## src/rtl/systolic_feeder.sv

```systemverilog
// systolic_feeder: buffers one A and one B matrix and drives skewed row/column streams into a 4x4 output-stationary array
module systolic_feeder #(
  parameter int DW = 8,
  parameter int N = 4
) (
  input  logic            clk,
  input  logic            rst,
  input  logic            ld_valid,
  input  logic            ld_sel,
  input  logic [1:0]      ld_row,
  input  logic [4*DW-1:0] ld_data,
  input  logic            start,
  output logic            busy,
  output logic            arr_clr,
  output logic [DW-1:0]   A0,
  output logic [DW-1:0]   A1,
  output logic [DW-1:0]   A2,
  output logic [DW-1:0]   A3,
  output logic [DW-1:0]   B0,
  output logic [DW-1:0]   B1,
  output logic [DW-1:0]   B2,
  output logic [DW-1:0]   B3,
  output logic            done
);
  typedef enum logic [2:0] {IDLE, CLEAR, STREAM, DRAIN, DONE} state_t;
  state_t st, ns;
  logic [3:0] t, nt;
  logic [DW-1:0] a_buf [N][N];
  logic [DW-1:0] b_buf [N][N];
  logic [DW-1:0] a_nx [N];
  logic [DW-1:0] b_nx [N];
  // next state and step counter; the counter runs on through DRAIN so t stays the array time
  always_comb begin
    ns = st == IDLE   ? (start ? CLEAR : IDLE) :
         st == CLEAR  ? STREAM :
         st == STREAM ? (t == 4'd6 ? DRAIN : STREAM) :
         st == DRAIN  ? (t == 4'd9 ? DONE : DRAIN) : IDLE;
    nt = (st == STREAM || st == DRAIN) ? t + 4'd1 : 4'd0;
  end
  // stream values for the coming cycle: lane i carries element k = t-i, zero outside the 4-wide window
  always_comb
    for (int i = 0; i < N; i++) begin
      a_nx[i] = (ns == STREAM && nt >= 4'(i) && nt - 4'(i) < 4'd4) ? a_buf[i][2'(nt - 4'(i))] : '0;
      b_nx[i] = (ns == STREAM && nt >= 4'(i) && nt - 4'(i) < 4'd4) ? b_buf[2'(nt - 4'(i))][i] : '0;
    end
  // row writes land only in IDLE, so a write coinciding with start feeds the run it starts
  always_ff @(posedge clk)
    if (!rst) begin
      for (int r = 0; r < N; r++)
        for (int c = 0; c < N; c++) begin
          a_buf[r][c] <= '0;
          b_buf[r][c] <= '0;
        end
    end else if (st == IDLE && ld_valid) begin
      for (int c = 0; c < N; c++)
        if (ld_sel) b_buf[ld_row][c] <= ld_data[DW*c +: DW];
        else a_buf[ld_row][c] <= ld_data[DW*c +: DW];
    end
  // state register with outputs registered from the next state so they line up with it
  always_ff @(posedge clk)
    if (!rst) begin
      st <= IDLE;
      t <= '0;
      busy <= 1'b0;
      done <= 1'b0;
      arr_clr <= 1'b1;
      {A0, A1, A2, A3, B0, B1, B2, B3} <= '0;
    end else begin
      st <= ns;
      t <= nt;
      busy <= ns != IDLE;
      done <= ns == DONE;
      arr_clr <= ns == CLEAR;
      {A0, A1, A2, A3} <= {a_nx[0], a_nx[1], a_nx[2], a_nx[3]};
      {B0, B1, B2, B3} <= {b_nx[0], b_nx[1], b_nx[2], b_nx[3]};
    end
endmodule

```

## config.mk

```make
export PLATFORM = sky130hd
export DESIGN_NAME = systolic_feeder
export DESIGN_NICKNAME = d
export VERILOG_FILES = /design/src/rtl/systolic_feeder.sv
export SDC_FILE = /design/constraint.sdc
export NUM_CORES = 1
export LEC_CHECK = 0
export CAP_MARGIN = 20
export CORE_MARGIN = 10
export CORE_UTILIZATION = 40
export CTS_CLUSTER_SIZE = 12
export DETAILED_ROUTE_END_ITERATION = 16
export GPL_ROUTABILITY_DRIVEN = 0
export PLACE_DENSITY_LB_ADDON = 0.15
export SLEW_MARGIN = 20
export SYNTH_ARGS = -nofsm -noshare
export SYNTH_HDL_FRONTEND = slang
export SYNTH_SLANG_ARGS = --single-unit
```

## constraint.sdc

```tcl
create_clock -name clk -period 10.43 [get_ports clk]
set_input_delay 1.5645 -clock clk [delete_from_list [all_inputs] [get_ports clk]]
set_output_delay 1.5645 -clock clk [all_outputs]
set_load 0.01 [all_outputs]
```

-- Word-level counts from Yosys, hierarchy flattened
Memory sizes are Yosys's and may differ from the RTL's. A register that Yosys moved wholly into a read port is not among the register bits.
Index checks and enable logic that the tools add are counted.
- add/sub/neg operators: 4
- multipliers: 0
- divide/modulo/power cells: 0
- magnitude comparators: 12
- equal/unequal tests: 8
- shifts and indexed selects: 0
- muxes and demuxes: 35
- bitwise operators: 4
- reduce and logical (&&, ||, !) cells: 22
- operators with widths (cell ; count):
    $bmux W8 S2 ; 4
    $mux W32 ; 2
    $mux W8 ; 8
    $reduce_or A32 Y1 ; 2
    $lt A4 B3 Y1 const B ; 4
    $mux W3 ; 5
    $mux W1 ; 13
    $ge A3 B3 Y1 const B ; 4
    $not A2 Y3 ; 4
    $eq A3 B2 Y1 const B ; 3
    $logic_and A1 B1 Y1 ; 9
    $ge A4 B1 Y1 const B ; 2
    $ge A4 B2 Y1 const B ; 2
    $reduce_and A2 Y1 ; 4
    $sub A4 B2 Y4 const B ; 2
    $eq A3 B1 Y1 const B ; 2
    $add A4 B1 Y4 const B ; 1
    $eq A4 B3 Y1 const B ; 1
    $eq A4 B4 Y1 const B ; 1
    $logic_not A1 Y1 ; 4
    $mux W2 ; 2
    $mux W4 ; 1
    $sub A4 B1 Y4 const B ; 1
    $eq A3 B3 Y1 const B ; 1
    other kinds (3) ; 3
- register bits: 42
- bits in latches: 0
- RAM bits: 256
- bits in read-only memories: 0
- bits of input ports: 39
- output and inout bits: 67
- memories: 2
- memories (name ; words ; width ; rd ports ; clocked after memory_dff ; write ports ; RTL line ; source):
    a_buf ; 4 ; 32 ; 4 ; 0 ; 4 ; 28 ; logic [DW-1:0] a_buf [N][N];
    b_buf ; 4 ; 32 ; 4 ; 4 ; 4 ; 29 ; logic [DW-1:0] b_buf [N][N];

-- Depth between registers and ports, before layout
Gate-level depths: netlist (run 1).
- word-level depth: 11
- depth in mapped cells: 13
- depth with buffers taken out: 9

-- Worst setup path before layout (run 1)
No wires, ideal clock.
- path kind: input port to flip-flop
- start point: input port rst
- end point: memory a_buf[1][0] (netlist bit) (enable)
- setup time: 0.466 ns
- arrival time: 4.322 ns
- required time: 9.964 ns
- slack: 5.643 ns
- cell stages on the path: 3
- cells stage by stage: nor2b_1 > nand4b_1 > o21ai_0
- RTL lines (item ; RTL line ; source):
    start, declared ; 7 ; input logic rst,
    end, declared ; 28 ;

==> results of run 1 <==
==> logic make-up (layout without fill, tap and decap cells) <==
family	Yosys count	in the layout	synth area share, %
flops	330	330	65.4
mux	65	65	6.16
buf+inv	78	205	2.36
fa+ha+maj	8	8	0.714
simple gates	409	409	17.8
compound gates	113	113	7.17
xor+xnor	5	5	0.419
==> placed cells by master (no fill, tap or decap), drive strengths merged, types with 2 or more instances in the layout <==
master,instances
clkinv,12
o21ai,7
and4b,2
nor2b,19
and3,3
mux4,16
nor4,33
edfxtp,256
o22ai,16
xor2,3
clkdlybuf4s50,105
nand2b,5
xnor2,2
mux2i,49
inv,9
ha,8
buf,24
a2111oi,2
a221o,32
a211oi,32
and2,258
o2bb2ai,16
clkbuf,54
nor2,59
dfxtp,74
nor3b,17
nand2,3
nand3b,3
nor3,3
==> stage by stage <==
step / total power, mW / hold slack (ps)
floorplan: 1.63 / 511
global placement: 1.73 / 609
detailed placement: 1.74 / 603
CTS: 2.96 / 627
global route: 3.02 / 639
finish: 2.93 / 614
==> power by group through the flow <==
stage	registers, mW	clock network [mW]	logic (mW)
floorplan	1.50	0	0.124
global placement	1.50	0	0.228
detailed placement	1.51	0	0.230
CTS	1.48	1.25	0.231
global route	1.48	1.30	0.243
finish	1.48	1.23	0.227
==> metal layers <==
layer	part of all wire [%]	up-vias	track usage (%)
met3	5.6	60	3.11
li1	-	3914	-
met4	2.7	0	5.52
met5	0	-	0
met2	50	249	30.1
met1	42	4259	22.3
==> final timing paths <==
path                 from            to  slack (ps)  cells after the start
max                   rst  b_buf[0][20]        5900                      6
max reg2reg          t[0]         B1[3]        5990                      9
min reg2reg  a_buf[0][19]         A0[3]         610                      2
min          a_buf[0][19]         A0[3]         610                      2
==> layout make-up <==
class	count	area [um^2]	share of cell area, %
clock buffers	54	1040	6.21
clock inverters	13	87.6	0.522
inverters	9	33.8	0.201
multi-input cells	600	4630	27.6
flip-flops and latches	330	9170	54.7
well taps	455	569	3.39
repair buffers	129	1250	7.45
==> sequential cells by signal, summed over array words and instances, names as in the netlist <==
register	flops
A0	8
A1	8
A2	8
A3	8
B0	8
B1	8
B2	8
B3	8
a_buf	128
arr_clr	1
b_buf	128
busy	1
done	1
st	3
t	4
==> tightest hold or removal path, stage by stage, from the launching register on <==
cell and delay (ps):
edfxtp_1 320, a211oi_1 70, a211oi_2 180
==> reports/qor.csv, run 1 <==
stage,metric,value,unit
final_layout,drive_above_1_share,12.1,%
logic_synthesis,ys_seq_area_share,65.4,%
clock_network,post_cts_resized,0,
worst_hold_path,hp-class,reg -> reg,
routing,drtAntennaViolNets,0,
logic_synthesis,yosys.area.top_type_share,54.8,%
global_routing,antenna_found_initial,10,
clock_network,tritoncts,done,
sta,rsz0062_at_grt,no,
clock_network,worstSkewPairLatency,520,ps
logic_synthesis,yosys.area.top_type,edfxtp_1,
routing,dr.pass1.iters,5,
floorplanning,die_w,207,um
power_and_ir_drop,power_frac_clock,41.9,%
critical_path,critPathTopFamily,simple AND/OR/NAND/NOR gates,
sta,fin_skew,14.2,ps
clock_network,holdBufCountCts,0,
routing,remaining_drc_errors,0,
logic_synthesis,syn_nets,1055,
critical_path,cp-start-kind,primary input,
clock_network,cts.clk_slew.worst_paths,60,ps
sta,period_needed,4530,ps
power_and_ir_drop,power.leakage,5.98,nW
power_and_ir_drop,pwr-share-comb,7.7,%
sta,maxSlewHeadroom,25.5,%
logic_synthesis,synth_most_common_cell,and2_1,
final_layout,final_cell_area,16800,um^2
routing,wl_per_cell,24.5,um
critical_path,crit_path_end_kind,flop,
global_routing,grtUsageTotal,17.7,%
floorplanning,start_util,40.6,%
critical_path,slowest_delay,960,ps
logic_synthesis,syn_area_per_cell,13.9,um^2
logic_synthesis,synth.ff_latch_count,330,
power_and_ir_drop,cellPowerDensity,175,nW/um^2
logic_synthesis,synth_common_cells,"and2_1, edfxtp_1, dfxtp_1, nor2_1, mux2i_1",
clock_network,clock-root-buffer,clkbuf_16,
logic_synthesis,netlist_instances,1008,
power_and_ir_drop,seq_power_share,50.4,%
clock_network,htree_levels,2,
sta,slew_viol_final,0,
final_layout,final_nets,1154,
global_routing,grt_pass1_vias,8596,
place,placed_cell_area,15700,um^2
sta,final.setup.worst_slack,5900,ps
logic_synthesis,synth.distinct_cells,49,
critical_path,critical_path_class,in -> reg,
final_layout,fill_cells,3120,
sta,fmax,0.221,GHz
routing,routed_wl,38900,um
sta,setup_viol,0,
global_routing,globalRouteOverflowTotal,0,
sta,post-route-period-util,43.4,%
sta,setup_tns,0,ps
clock_network,clock_sinks,330,
final_layout,finalNonFillerCells,1590,
critical_path,arrival,4670,ps
clock_network,cts_buffers,37,
clock_network,post_cts.repair.setup_buffers,0,
place,pre_cts_ws,5380,ps
logic_synthesis,yosys_warnings,0,
floorplanning,die_area,42900,um^2
run_status,outcome,"finished, final reports clean",
final_layout,syn2layout_area_growth,19.7,%
place,io_buffers,105,
power_and_ir_drop,p_int,2.26,mW
place,dp_hpwl,23600,um
final_layout,finish.utilization,48.6,%
power_and_ir_drop,ir_drop,0.0967,mV
floorplanning,io_pins,106,
critical_path,path_cells,"clkdlybuf4s50_1, nor2b_1, nand4_1, nor3_2, buf_4, nand2b_2",
logic_synthesis,synthArstFlopShare,0,%
critical_path,cp_max_fo,33,
global_routing,grt_max_degree,64,
flow_run,cap_violations,0,
logic_synthesis,synth_edf_count,256,
routing,viasPerCell,5.33,
power_and_ir_drop,p_switching,670,uW
logic_synthesis,synth_ff_type,edfxtp_1,
power_and_ir_drop,swShare,22.8,%
sta,worst_pin_slew,1110,ps
sta,final_hold_viol_count,0,
floorplanning,dieHeight,207,um
critical_path,cpMaxStageDelayCell,clkdlybuf4s50_1,
logic_synthesis,netlist_area,14000,um^2
logic_synthesis,yosys-top-cells-area,"edfxtp_1, and2_1, dfxtp_1",
clock_network,ctsLongestPathBuffers,3,
routing,drtIter0Drc,719,
place,dp_cells,1523,
critical_path,cp.required,10570,ps
critical_path,path_buf_inv,2,
floorplanning,rows,68,
global_routing,grt_pass1_wl,57400,um
routing,vias,8482,
floorplanning,fp.coreArea,34500,um^2
final_layout,diodes,0,
Note: power is estimated with default switching activity, not from simulation.
==> inputs of run 2 (changes only) <==
==> constraint.sdc (replaced) <==
create_clock -name clk -period 4.5 [get_ports clk]
set_input_delay 0.675 -clock clk [delete_from_list [all_inputs] [get_ports clk]]
set_output_delay 0.675 -clock clk [all_outputs]
set_load 0.01 [all_outputs]
==> run 2 against run 1 <==
Compared with the run above:
- combinational power up 120%
- wire length is 2.1% lower
- cell count is 0.57% higher
- non-clock buffer count grew 9
- sequential cell count stayed put
- first-iteration DRC count is 4.7% higher
- sequential share of layout area down 0.44 points
- count of clock-buffer cells in the layout increased by 1
- global-route usage fell by 0.52 points
- worst hold slack worse by 31 ps
- final area up 0.81%
- largest cell class unchanged
==> reports/qor.csv, run 2 (same netlist as run 1, synthesis figures left out) <==
stage,metric,value,unit
run_status,outcome,"finished, final reports clean",
sta,maxSlewHeadroom,39.6,%
final_layout,finalNonFillerCells,1599,
sta,final.setup.worst_slack,1330,ps
global_routing,grtUsageTotal,17.1,%
power_and_ir_drop,power.leakage,6.05,nW
floorplanning,die_w,207,um
routing,drtAntennaViolNets,0,
sta,final_hold_viol_count,0,
clock_network,holdBufCountCts,0,
floorplanning,io_pins,106,
floorplanning,dieHeight,207,um
final_layout,syn2layout_area_growth,20.7,%
routing,remaining_drc_errors,0,
place,dp_hpwl,23000,um
critical_path,arrival,3530,ps
power_and_ir_drop,cellPowerDensity,410,nW/um^2
final_layout,diodes,0,
sta,worst_pin_slew,906,ps
routing,routed_wl,38100,um
final_layout,fill_cells,3044,
clock_network,cts_buffers,37,
critical_path,crit_path_end_kind,flop,
clock_network,tritoncts,done,
power_and_ir_drop,power,6.93,mW
sta,post-route-period-util,70.4,%
final_layout,drive_above_1_share,12.8,%
clock_network,clock-root-buffer,clkbuf_16,
power_and_ir_drop,ir_drop,0.260,mV
clock_network,post_cts.repair.setup_buffers,0,
flow_run,cap_violations,0,
global_routing,antenna_found_initial,4,
sta,slew_viol_final,0,
critical_path,cp-start-kind,flop,
critical_path,cp.required,4860,ps
routing,wl_per_cell,23.8,um
final_layout,finish.utilization,49.0,%
floorplanning,die_area,42900,um^2
final_layout,final_common_cell,and2_1,
critical_path,cp_max_fo,39,
sta,fmax,0.316,GHz
floorplanning,rows,68,
final_layout,top_regs,"a_buf (128), b_buf (128)",
sta,holdWs,583,ps
sta,period_needed,3170,ps
final_layout,layout_common_cells,"and2_1, edfxtp_1, clkdlybuf4s50_1, dfxtp_1, nor2_1",
place,io_buffers,105,
routing,dr.pass1.iters,5,
place,pre_cts_ws,1010,ps
sta,setup_viol,0,
final_layout,final_nets,1163,
clock_network,ctsLongestPathBuffers,3,
sta,setup_tns,0,ps
routing,vias,8449,
sta,fin_skew,9.68,ps
final_layout,multi_input_area,4620,um^2
clock_network,htree_levels,2,
clock_network,clock_sinks,330,
sta,rsz0062_at_grt,no,
final_layout,regArea,9170,um^2
critical_path,critical_path_class,reg -> reg,
place,dp_cells,1532,
floorplanning,fp.coreArea,34500,um^2
global_routing,grt_max_degree,52,
worst_hold_path,hp-class,reg -> reg,
routing,viasPerCell,5.28,
clock_network,cts.clk_slew.worst_paths,60,ps
clock_network,worstSkewPairLatency,510,ps
global_routing,globalRouteOverflowTotal,0,
floorplanning,start_util,40.6,%
global_routing,grt_pass1_vias,8431,
routing,drtIter0Drc,753,
clock_network,post_cts_resized,0,
place,placed_cell_area,15700,um^2
global_routing,grt_pass1_wl,56100,um
final_layout,final_cell_area,16900,um^2
run 2: cell types whose count changed in the layout (fill, tap and decap cells not counted), sizes merged:
cell / before / now
clkbuf: 54 / 55
buf: 24 / 33
clkinv: 12 / 9
clkinvlp: 0 / 1
bufinv: 1 / 2
run 2: final timing paths:
kind | from | to | slack, ps | cells after the start
min reg2reg | st[0] | busy | 580 | 1
max | t[0] | B1[1] | 1330 | 8
min | st[0] | busy | 580 | 1
max reg2reg | t[0] | B1[1] | 1330 | 8
run 2: report_power, final:
group	switching [mW]	internal [mW]	total, mW
Combinational	0.316	0.193	0.509
Clock	1.19	1.81	2.99
Sequential	0.0417	3.39	3.43
Total	1.54	5.39	6.93
run 2: area by class of cell:
class | count | share of cell area, %
sequential | 330 | 54.2
inverter | 9 | 0.200
multi-input combinational | 600 | 27.3
clock inverter | 12 | 0.651
clock buffer | 55 | 6.49
timing repair buffer | 138 | 7.75
tap | 455 | 3.36
run 2: critical path: stages (launching register included):
cell	delay [ps]
dfxtp_4	710
clkinv_1	190
ha_1	370
nor2_4	70
inv_2	310
ha_1	290
a21boi_0	320
xor2_2	610
nor4_1	150
run 2: metal layers:
layer  GRT usage, %  share of wire, %
met1           23.1                45
met2           27.7                47
met3           3.04               5.7
met4           5.04               2.2
met5              0                 0
==> inputs of run 3 (changes only) <==
==> constraint.sdc (replaced) <==
create_clock -name clk -period 3.3 [get_ports clk]
set_input_delay 0.495 -clock clk [delete_from_list [all_inputs] [get_ports clk]]
set_output_delay 0.495 -clock clk [all_outputs]
set_load 0.01 [all_outputs]
==> run 3 against run 2 <==
Compared with the run above:
- final area decreased by 0.31%
- critical path depth unchanged
- sequential share of layout area increased by 0.17 points
- wire length decreased by 1.5%
- sequential cell count unchanged
- clock skew increased by 8.7 ps
- highest routed layer unchanged
==> reports/qor.csv, run 3 (same netlist as run 1, synthesis figures left out) <==
stage,metric,value,unit
critical_path,critPathMostFrequentCell,ha_1,
floorplanning,die_area,42900,um^2
clock_network,worstSkewPairLatency,520,ps
power_and_ir_drop,power.leakage,6.04,nW
sta,slew_viol_final,0,
sta,rsz0062_at_grt,no,
floorplanning,fp.coreArea,34500,um^2
routing,drtAntennaViolNets,0,
critical_path,cp-start-kind,flop,
clock_network,post_cts.repair.setup_buffers,0,
routing,drtIter0Drc,667,
floorplanning,die_w,207,um
routing,vias,8471,
final_layout,top_regs,"a_buf (128), b_buf (128)",
final_layout,final_common_cell,and2_1,
sta,fmax,0.344,GHz
power_and_ir_drop,ir_drop,0.297,mV
clock_network,htree_levels,2,
power_and_ir_drop,power_frac_clock,41.2,%
sta,post-route-period-util,88.2,%
critical_path,crit_path_end_kind,flop,
routing,wl_per_cell,23.4,um
sta,worst_pin_slew,872,ps
power_and_ir_drop,pwr-share-comb,7.7,%
critical_path,path_buf_inv,2,
sta,setup_viol,0,
critical_path,cp.required,3640,ps
critical_path,path_cells,"clkinv_1, ha_1, nor2_4, inv_2, ha_1, a21boi_0, xor2_2, nor4_1",
power_and_ir_drop,p_switching,2.04,mW
global_routing,grtUsageTotal,16.9,%
sta,holdWs,566,ps
floorplanning,start_util,40.6,%
floorplanning,dieHeight,207,um
clock_network,clock_sinks,330,
global_routing,grt_max_degree,52,
sta,maxSlewHeadroom,41.9,%
global_routing,grt_pass1_wl,55700,um
run_status,outcome,"finished, final reports clean",
critical_path,critPathTopFamily,XOR/XNOR gates,
clock_network,tritoncts,done,
routing,dr.pass1.iters,5,
clock_network,clock-root-buffer,clkbuf_16,
power_and_ir_drop,p_int,7.08,mW
sta,final_hold_viol_count,0,
global_routing,antenna_found_initial,4,
critical_path,slowest_delay,650,ps
critical_path,cp_max_fo,20,
final_layout,finish.utilization,48.8,%
final_layout,regArea,9170,um^2
flow_run,cap_violations,0,
place,io_buffers,105,
power_and_ir_drop,swShare,22.4,%
sta,setup_tns,0,ps
critical_path,cpMaxStageDelayCell,xor2_2,
global_routing,globalRouteOverflowTotal,0,
worst_hold_path,hp-class,reg -> reg,
final_layout,syn2layout_area_growth,20.3,%
sta,fin_skew,18.4,ps
final_layout,drive_above_1_share,13.3,%
power_and_ir_drop,cellPowerDensity,541,nW/um^2
place,dp_hpwl,23100,um
power_and_ir_drop,seq_power_share,51.2,%
clock_network,cts.clk_slew.worst_paths,60,ps
critical_path,critical_path_class,reg -> reg,
routing,routed_wl,37600,um
floorplanning,io_pins,106,
clock_network,post_cts_resized,0,
routing,remaining_drc_errors,0,
clock_network,ctsLongestPathBuffers,3,
final_layout,layout_common_cells,"and2_1, edfxtp_1, clkdlybuf4s50_1, dfxtp_1, nor2_1",
power_and_ir_drop,power,9.13,mW
sta,period_needed,2910,ps
clock_network,holdBufCountCts,0,
final_layout,final_nets,1168,
floorplanning,rows,68,
clock_network,cts_buffers,36,
final_layout,multi_input_area,4630,um^2
critical_path,arrival,3250,ps
routing,viasPerCell,5.28,
global_routing,grt_pass1_vias,8381,
final_layout,fill_cells,3054,
-- run 3: power groups by stage --
| stage | Clock, mW | Combinational (mW) | Sequential (mW) |
|---|---|---|---|
| 2_1_floorplan | 0 | 0.393 | 4.76 |
| 3_3_place_gp | 0 | 0.703 | 4.76 |
| 3_5_place_dp | 0 | 0.708 | 4.76 |
| 4_1_cts | 3.84 | 0.710 | 4.67 |
| 5_1_grt | 4.00 | 0.753 | 4.68 |
| 6_report | 3.76 | 0.698 | 4.67 |
-- run 3: through the flow --
step / instance area, um^2 / std cells / setup slack (ps)
3_3_place_gp: 15800 / 1538 / 399
5_1_grt: 16900 / 1604 / 186
2_1_floorplan: 14000 / 1008 / -418
6_report: 16900 / 1605 / 390
3_5_place_dp: 15800 / 1538 / 373
4_1_cts: 16900 / 1604 / 355
-- run 3: final timing paths --
check	from	to	slack, ps	cells past startpoint
max reg2reg	t[0]	A1[7]	390	8
max	t[0]	A1[7]	390	8
min	st[0]	busy	570	1
min reg2reg	st[0]	busy	570	1
-- run 3: cell type report --
class | instances | share of cell area (%)
inverter | 9 | 0.200
tap | 455 | 3.38
clock inverter | 7 | 0.252
antenna | 1 | 0.0148
sequential | 330 | 54.4
clock buffer | 59 | 6.28
multi-input combinational | 600 | 27.5
timing repair buffer | 144 | 8.04
-- run 3: per-layer routing --
| layer | track usage [%] | wire, um | share of wire (%) |
|---|---|---|---|
| met1 | 22.9 | 17100 | 46 |
| met2 | 27.7 | 17900 | 48 |
| met3 | 2.80 | 1760 | 4.7 |
| met4 | 4.32 | 716 | 1.9 |
| met5 | 0 | 0 | 0 |
-- run 3: worst reg2reg max path, stage by stage (launching register included) --
cell and delay (ps):
dfxtp_4 520, clkinv_1 140, ha_1 350, nor2_4 60
inv_2 260, ha_1 280, a21boi_0 320, xor2_2 650
nor4_1 160
